## src/rtl/lsu_ctrl_pkg.sv

```systemverilog
// Shared load/store op codes and small decode helpers for the core.
package lsu_ctrl_pkg;

  localparam int LDST_W = 4;
  typedef logic [LDST_W-1:0] ldst_t;

  localparam ldst_t LDST_NONE = 4'h0;
  localparam ldst_t LDST_LW   = 4'h1;
  localparam ldst_t LDST_LH   = 4'h2;
  localparam ldst_t LDST_LHU  = 4'h3;
  localparam ldst_t LDST_LB   = 4'h4;
  localparam ldst_t LDST_LBU  = 4'h5;
  localparam ldst_t LDST_SW   = 4'h6;
  localparam ldst_t LDST_SH   = 4'h7;
  localparam ldst_t LDST_SB   = 4'h8;

  function automatic logic is_store(ldst_t op);
    return (op == LDST_SW) || (op == LDST_SH) || (op == LDST_SB);
  endfunction

  // Word ops need a 4-byte boundary, halfword ops a 2-byte one; bytes always fit.
  function automatic logic is_misaligned(ldst_t op, logic [1:0] a);
    case (op)
      LDST_LW, LDST_SW:          return a != 2'b00;
      LDST_LH, LDST_LHU, LDST_SH: return a[0];
      default:                   return 1'b0;
    endcase
  endfunction

endpackage

```

## src/rtl/lsu_ctrl_if.sv

```systemverilog
// Pipeline request/response handshake plus memory port-B signals.
interface lsu_ctrl_if;
  import lsu_ctrl_pkg::*;

  logic        req_valid;
  ldst_t       req_ldst;
  logic [31:0] req_addr;
  logic [31:0] req_wdata;
  logic        req_ready;
  logic        stall;
  logic        resp_valid;
  logic [31:0] resp_rdata;
  logic        resp_misalign;
  ldst_t       mem_ldst;
  logic [31:0] mem_addr;
  logic [31:0] mem_wdata;
  logic        mem_we;
  logic [31:0] mem_rdata;

  // Pipeline / memory model side.
  modport master (
    output req_valid, req_ldst, req_addr, req_wdata, mem_rdata,
    input  req_ready, stall, resp_valid, resp_rdata, resp_misalign,
           mem_ldst, mem_addr, mem_wdata, mem_we
  );

  // Controller side.
  modport slave (
    input  req_valid, req_ldst, req_addr, req_wdata, mem_rdata,
    output req_ready, stall, resp_valid, resp_rdata, resp_misalign,
           mem_ldst, mem_addr, mem_wdata, mem_we
  );
endinterface

```

## src/rtl/lsu_ctrl.sv

```systemverilog
// Load/store controller: one request at a time, alignment check, fixed-length
// drive of memory port B, single-cycle response pulse.
module lsu_ctrl
  import lsu_ctrl_pkg::*;
#(
  parameter int unsigned RD_LAT  = 2,
  parameter int unsigned WR_HOLD = 4
) (
  input  logic       clk,
  input  logic       rst,
  lsu_ctrl_if.slave  bus
);

  typedef enum logic [1:0] {S_IDLE, S_RD_WAIT, S_WR_HOLD, S_DONE} state_t;

  localparam logic [3:0] RD_CNT0 = 4'(RD_LAT - 1);
  localparam logic [3:0] WR_CNT0 = 4'(WR_HOLD - 1);

  state_t      state, state_nxt;
  logic [3:0]  cnt, cnt_nxt;
  ldst_t       op_q;
  logic [31:0] addr_q, wdata_q, rdata_q;
  logic        mis_q;
  logic        accept, mis, driving;

  assign accept  = (state == S_IDLE) && bus.req_valid && (bus.req_ldst != LDST_NONE);
  assign mis     = is_misaligned(bus.req_ldst, bus.req_addr[1:0]);
  assign driving = (state == S_RD_WAIT) || (state == S_WR_HOLD);

  // State register; reset abort lands straight in IDLE, dropping every drive.
  always_ff @(posedge clk or posedge rst) begin
    if (rst) begin
      state <= S_IDLE;
      cnt   <= '0;
    end else begin
      state <= state_nxt;
      cnt   <= cnt_nxt;
    end
  end

  // Next-state and wait counter.
  always_comb begin
    state_nxt = state;
    cnt_nxt   = cnt;
    case (state)
      S_IDLE: begin
        if (accept) begin
          if (mis) begin
            state_nxt = S_DONE;
          end else if (is_store(bus.req_ldst)) begin
            state_nxt = S_WR_HOLD;
            cnt_nxt   = WR_CNT0;
          end else begin
            state_nxt = S_RD_WAIT;
            cnt_nxt   = RD_CNT0;
          end
        end
      end
      S_RD_WAIT, S_WR_HOLD: begin
        if (cnt == 4'd0) state_nxt = S_DONE;
        else             cnt_nxt   = cnt - 4'd1;
      end
      default: state_nxt = S_IDLE;
    endcase
  end

  // Request latch and load capture. Address/data only move on an aligned
  // accept, so the port keeps its last driven values across a misaligned op.
  always_ff @(posedge clk or posedge rst) begin
    if (rst) begin
      op_q    <= LDST_NONE;
      addr_q  <= '0;
      wdata_q <= '0;
      rdata_q <= '0;
      mis_q   <= 1'b0;
    end else begin
      if (accept) begin
        op_q  <= bus.req_ldst;
        mis_q <= mis;
        if (!mis) begin
          addr_q  <= bus.req_addr;
          wdata_q <= bus.req_wdata;
        end
      end
      if ((state == S_RD_WAIT) && (cnt == 4'd0)) rdata_q <= bus.mem_rdata;
    end
  end

  assign bus.req_ready     = (state == S_IDLE);
  assign bus.stall         = driving || accept;
  assign bus.resp_valid    = (state == S_DONE);
  assign bus.resp_misalign = (state == S_DONE) && mis_q;
  assign bus.resp_rdata    = rdata_q;
  assign bus.mem_ldst      = driving ? op_q : LDST_NONE;
  assign bus.mem_we        = (state == S_WR_HOLD);
  assign bus.mem_addr      = addr_q;
  assign bus.mem_wdata     = wdata_q;

endmodule

```

## src/flat_wrapper.sv

```systemverilog
// flat-port wrapper written by rule: the top's interface ports become plain ports
module lsu_ctrl_flat import lsu_ctrl_pkg::*;
#(
  parameter int unsigned RD_LAT  = 2,
  parameter int unsigned WR_HOLD = 4
)
  (clk, rst, bus_req_valid, bus_req_ldst, bus_req_addr, bus_req_wdata, bus_mem_rdata, bus_req_ready, bus_stall, bus_resp_valid, bus_resp_rdata, bus_resp_misalign, bus_mem_ldst, bus_mem_addr, bus_mem_wdata, bus_mem_we);
  lsu_ctrl_if bus_i ();
  input  logic clk;
  input  logic rst;
  input wire logic [$bits(bus_i.req_valid)-1:0] bus_req_valid;
  input wire logic [$bits(bus_i.req_ldst)-1:0] bus_req_ldst;
  input wire logic [$bits(bus_i.req_addr)-1:0] bus_req_addr;
  input wire logic [$bits(bus_i.req_wdata)-1:0] bus_req_wdata;
  input wire logic [$bits(bus_i.mem_rdata)-1:0] bus_mem_rdata;
  output wire logic [$bits(bus_i.req_ready)-1:0] bus_req_ready;
  output wire logic [$bits(bus_i.stall)-1:0] bus_stall;
  output wire logic [$bits(bus_i.resp_valid)-1:0] bus_resp_valid;
  output wire logic [$bits(bus_i.resp_rdata)-1:0] bus_resp_rdata;
  output wire logic [$bits(bus_i.resp_misalign)-1:0] bus_resp_misalign;
  output wire logic [$bits(bus_i.mem_ldst)-1:0] bus_mem_ldst;
  output wire logic [$bits(bus_i.mem_addr)-1:0] bus_mem_addr;
  output wire logic [$bits(bus_i.mem_wdata)-1:0] bus_mem_wdata;
  output wire logic [$bits(bus_i.mem_we)-1:0] bus_mem_we;
  assign bus_i.req_valid = bus_req_valid;
  assign bus_i.req_ldst = bus_req_ldst;
  assign bus_i.req_addr = bus_req_addr;
  assign bus_i.req_wdata = bus_req_wdata;
  assign bus_i.mem_rdata = bus_mem_rdata;
  assign bus_req_ready = bus_i.req_ready;
  assign bus_stall = bus_i.stall;
  assign bus_resp_valid = bus_i.resp_valid;
  assign bus_resp_rdata = bus_i.resp_rdata;
  assign bus_resp_misalign = bus_i.resp_misalign;
  assign bus_mem_ldst = bus_i.mem_ldst;
  assign bus_mem_addr = bus_i.mem_addr;
  assign bus_mem_wdata = bus_i.mem_wdata;
  assign bus_mem_we = bus_i.mem_we;
  lsu_ctrl #(.RD_LAT(RD_LAT), .WR_HOLD(WR_HOLD)) u_core (.clk(clk), .rst(rst), .bus(bus_i));
endmodule
```

## config.mk

```make
export PLATFORM = sky130hd
export DESIGN_NAME = lsu_ctrl_flat
export DESIGN_NICKNAME = d
export VERILOG_FILES = /design/src/rtl/lsu_ctrl_pkg.sv /design/src/rtl/lsu_ctrl_if.sv /design/src/rtl/lsu_ctrl.sv /design/src/flat_wrapper.sv
export SDC_FILE = /design/constraint.sdc
export NUM_CORES = 1
export LEC_CHECK = 0
export BUFFER_PORTS_ARGS = -buffer_cell sky130_fd_sc_hd__buf_2
export CAP_MARGIN = 20
export CORE_UTILIZATION = 25
export DETAILED_ROUTE_END_ITERATION = 7
export PLACE_DENSITY_LB_ADDON = 0.08
export SLEW_MARGIN = 25
export SYNTH_ARGS = -nofsm -noshare
export SYNTH_HDL_FRONTEND = slang
export SYNTH_SLANG_ARGS = --single-unit
```

## constraint.sdc

```tcl
create_clock -name clk -period 4.24 [get_ports clk]
set_clock_uncertainty 0.1 [all_clocks]
set_input_delay 0.848 -clock clk [delete_from_list [all_inputs] [get_ports clk]]
set_output_delay 0.848 -clock clk [all_outputs]
set_load 0.02 [all_outputs]
```

# Yosys cells after proc, flatten, opt, wreduce, memory -nomap -nowiden

Cells that the tools add are included.

Bits in registers: 107

Bitwise logic cells: 1
Reduce and logical (&&, ||, !) cells: 19
Muxes and demuxes: 12
Add/subtract/negate cells: 1
Eq/ne operators: 13

Operators by type and width:

| kind                                                               | count |
|---|---|
| 4-bit two-way mux                                                  | 4 |
| 2-bit two-way mux                                                  | 5 |
| 4-bit by 2-bit == test with 1-bit output, second input constant    | 2 |
| 4-bit by 3-bit == test with 1-bit output, second input constant    | 2 |
| 4-bit case mux with 2 select lines                                 | 1 |
| 2-bit == test, second input constant                               | 2 |
| 4-bit by 1-bit == test with 1-bit output, second input constant    | 1 |
| 4-bit == test, second input constant                               | 1 |
| 1-bit logical AND                                                  | 4 |
| 4-bit zero test                                                    | 1 |
| 1-bit logical OR                                                   | 4 |
| 2-bit by 1-bit != test with 1-bit output, second input constant    | 2 |
| 2-bit != test, second input constant                               | 2 |
| 2-bit case mux with 2 select lines                                 | 1 |
| 2-bit AND reduction                                                | 2 |
| 4-bit AND reduction                                                | 1 |
| 2-bit nonzero test                                                 | 2 |
| 4-bit nonzero test                                                 | 1 |
| 2-bit OR reduction                                                 | 2 |
| 4-bit by 1-bit subtractor with 4-bit output, second input constant | 1 |
| 3-bit OR reduction                                                 | 1 |
| 2-bit by 1-bit == test with 1-bit output, second input constant    | 1 |
| 2-bit zero test                                                    | 1 |
| 1-bit case mux with 2 select lines                                 | 1 |
| 1-bit NOT                                                          | 1 |

# Logic depth before layout (Yosys ltp)

Word-level depth: 7
Depth in mapped cells: 8
Mapped depth without buffers: 6

# Worst setup path before layout

Ideal clock, no wire load.

Kind: input-to-output
Start point: input bus_req_ldst[0]
End point: output bus_stall
Path buffers: 0
Data arrival time: 1670 ps
Cell stages on the path: 3
Slack: 1622 ps
Required time: 3292 ps
Path through: or3_4 o211ai_1 nand2b_1

Word-level cells in the longest chain between the ends: 3

Ends and longest elaborated chain:

| item               | line               | text |
|---|---|---|
| start: declaration | flat_wrapper.sv:12 | `input wire logic [$bits(bus_i.req_ldst)-1:0] bus_req_ldst;` |
| 4-bit nonzero test | lsu_ctrl.sv:26     | `assign accept = (state == S_IDLE) && bus.req_valid && (bus.req_ldst != LDST_NONE);` |
| 1-bit logical AND  | lsu_ctrl.sv:26     |  |
| 1-bit logical OR   | lsu_ctrl.sv:90     | `assign bus.stall = driving \|\| accept;` |
| end: declaration   | flat_wrapper.sv:17 | `output wire logic [$bits(bus_i.stall)-1:0] bus_stall;` |

No other way between the ends.

# Final worst setup path

Same ends and word-level chain as after synthesis.

==> flow_summary.yaml <==
global_route:
  grt_util_all_layers_pct: 12.3
  grt_pass1_wl_microns: 16900
  grt_antenna_before_repair: 0
  grt_overflow: 0
  grt_pass1_vias: 3176
  grt_max_degree: 56
routing:
  drt_iter0_markers: 85
  wl_microns: 10800
  num_vias: 3018
  drt-vias-per-instance: 4.16
  drt_first_pass_iters: 4
  drtAntennaViolNets: 0
  route.detailed.drc: 0
  wl_per_cell_microns: 14.9
setup_path:
  r2r_setup_slack_ps: 1770
  crit_top_cell: "buf_2"
  critPathKind: "in -> out"
  required_ps: 3290
  rr_startpoint: "u_core.state[0]"
  crit_family: "simple AND/OR/NAND/NOR gates"
  crit_arrival_ps: 1950
  crit_start: "bus_req_ldst[0]"
  end_kind: "output port"
  cp_cell_sequence: "buf_2 -> or3_4 -> o211ai_1 -> nand2b_1 -> buf_2"
  cp_slowest_cell: "or3_4"
  worstPathMaxFanout: 4
  crit_cells: 5
  ff2ff_path_depth: 7
  crit_buf_inv: 2
  crit_path_start_kind: "input port"
  reg2reg_to: "u_core.cnt[1]"
  cp-endpoint: "bus_stall"
  slowest_delay_ps: 410
placement:
  dpl.hpwl_microns: 7910
  routabilityCongestion: 0.657
  io_buffers: 207
pwr:
  powerDensity_nw_per_um2: 817
  peakVddDrop_uv: 301
  total_power_mw: 4.86
  leakagePower_nw: 2.93
timing:
  setup-tns-final_ps: 0
  finalCritPeriodShare_pct: 68.4
  fmax_ghz: 0.345
  tightest_slew_ps: 716
  hold_violations: 0
  period_minus_slack_ps: 2900
  finalSetupViolations: 0
  rsz0062_at_grt: "no"
  timing.slew.headroom_pct: 52.3
  slew_viol_final: 0
die:
  core_area_sq_um: 17200
  ios: 208
  die_h_microns: 135
  start_util_pct: 25.6
  die-width_microns: 135
  rows: 48
  die_area_sq_um: 18200
clock_tree:
  clockBufferDepth: 2
  worstSkewPairLatency_ps: 340
  clk_pin_slew_worst_paths_ps: 70
  ctsResizeCount: 0
  cts_setup_buffers: 0
  cts_tree: "done"
  cts_num_sinks: 107
  cts_hold_buf: 0
  htree_levels: 3
  cts_made_buffers: 9
  cts_root_buf: "clkbuf_16"
synth:
  ys_ff_latch: 107
  synth_cell_types: 39
  synth_warnings: 0
  seq_area_frac_synth_pct: 60.8
  synth_nets: 396
  syn_avg_cell_area_sq_um: 15.3
  synth_area_sq_um: 4410
  syn_inst: 288
finish:
  mostFrequentLayoutCell: "buf_2"
  num-nets-final: 604
  nFillCells: 1761
  multi_input_area_sq_um: 1600
  finalCoreUtilization_pct: 34.5
  final_cell_mix: "207 x buf_2, 107 x dfrtp_1, 101 x mux2_2, 9 x clkbuf_16, 7 x and2_1"
  diodes: 0
  syn2layout_area_growth_pct: 35.0
  ff_latch_area_sq_um: 2680
  drive_gt1_share_pct: 66.5
hold_path:
  hold_path.class: "reg -> reg"
job:
  cap_violations: 0
outcome:
  status: "finished clean"
[report_power, final]
group	switching, mW	internal [mW]
sequential	0.242	1.53
combinational	1.31	0.983
clock	0.392	0.402
total	1.94	2.92
[cell type report]
| type | instances | share of cell area (%) |
|---|---|---|
| clock buffer | 11 | 3.91 |
| tap | 225 | 4.73 |
| clock inverter | 5 | 0.631 |
| multi-input combinational | 161 | 26.9 |
| timing repair buffer | 211 | 18.3 |
| sequential | 107 | 45.0 |
| inverter | 6 | 0.421 |
[per-stage QoR]
| step | instance area [sq um] | setup slack [ps] | hold WS [ps] | instances |
|---|---|---|---|---|
| floorplan | 4410 | 475 | 371 | 288 |
| global placement | 5680 | 1280 | 369 | 710 |
| detailed placement | 5680 | 1250 | 386 | 710 |
| CTS | 5950 | 1330 | 404 | 726 |
| global route | 5950 | 1200 | 413 | 726 |
| finish | 5950 | 1340 | 399 | 726 |
[flip-flops by register name (all words and copies together), names as in the netlist]
signal,cells
u_core.op_q,4
u_core.cnt,4
u_core.state,2
u_core.mis_q,1
u_core.bus.mem_wdata,32
u_core.bus.resp_rdata,32
u_core.bus.mem_addr,32
[cells in the mapped netlist, drive strengths merged]
| cell | count | share of area, % |
|---|---|---|
| dfrtp | 107 | 61 |
| mux2 | 103 | 26 |
| buf | 11 | 2.1 |
| and2 | 7 | 0.99 |
| inv | 6 | 0.51 |
| a21oi | 5 | 0.57 |
| ha | 5 | 1.4 |
| o21ai | 4 | 0.54 |
| clkbuf | 3 | 0.26 |
| nand2 | 3 | 0.26 |
| nor2 | 3 | 0.26 |
| nor2b | 3 | 0.43 |
| o211ai | 3 | 0.82 |
| or3 | 3 | 0.54 |
| a21o | 2 | 0.34 |
| a221o | 2 | 0.45 |
| mux2i | 2 | 0.45 |
| nand3 | 2 | 0.23 |
| nor3 | 2 | 0.23 |
| a211oi | 1 | 0.28 |
| a22o | 1 | 0.20 |
| and3 | 1 | 0.14 |
| and3b | 1 | 0.20 |
| nand2b | 1 | 0.14 |
| nand4b | 1 | 0.20 |
| nor3b | 1 | 0.17 |
| o211a | 1 | 0.40 |
| o22a | 1 | 0.20 |
| o31a | 1 | 0.20 |
| o41ai | 1 | 0.20 |
| or3b | 1 | 0.20 |
[worst min-delay path by stage]
stage	from	endpoint	slack, ps	depth (start not counted)
floorplan	u_core.op_q[3]	u_core.op_q[3]	370	1
global placement	u_core.bus.resp_rdata[22]	u_core.bus.resp_rdata[22]	370	1
detailed placement	u_core.bus.mem_wdata[21]	u_core.bus.mem_wdata[21]	390	1
CTS	u_core.bus.mem_wdata[21]	u_core.bus.mem_wdata[21]	400	1
global route	u_core.bus.mem_addr[15]	u_core.bus.mem_addr[15]	410	1
finish	u_core.bus.mem_wdata[21]	u_core.bus.mem_wdata[21]	400	1
[logic make-up (layout without fill, tap and decap cells)]
family | count (synthesis) | after routing | synth area share (%)
AOI/OAI and AO/OA | 22 | 22 | 4.20
adders and majority gates | 5 | 5 | 1.42
buffers and inverters | 20 | 233 | 2.87
DFF | 107 | 107 | 60.8
muxes | 105 | 105 | 26.8
and+or+nand+nor | 29 | 29 | 3.98
[per-layer routing]
metal | GRT usage (%) | part of all wire, % | vias to the layer above
met3 | 4.24 | 6.9 | 12
met2 | 20.2 | 50 | 95
met1 | 14.5 | 41 | 1479
met5 | 0 | 0 | -
li1 | - | - | 1432
met4 | 5.68 | 1.8 | 0
Note: power is estimated with default switching activity, not from simulation.
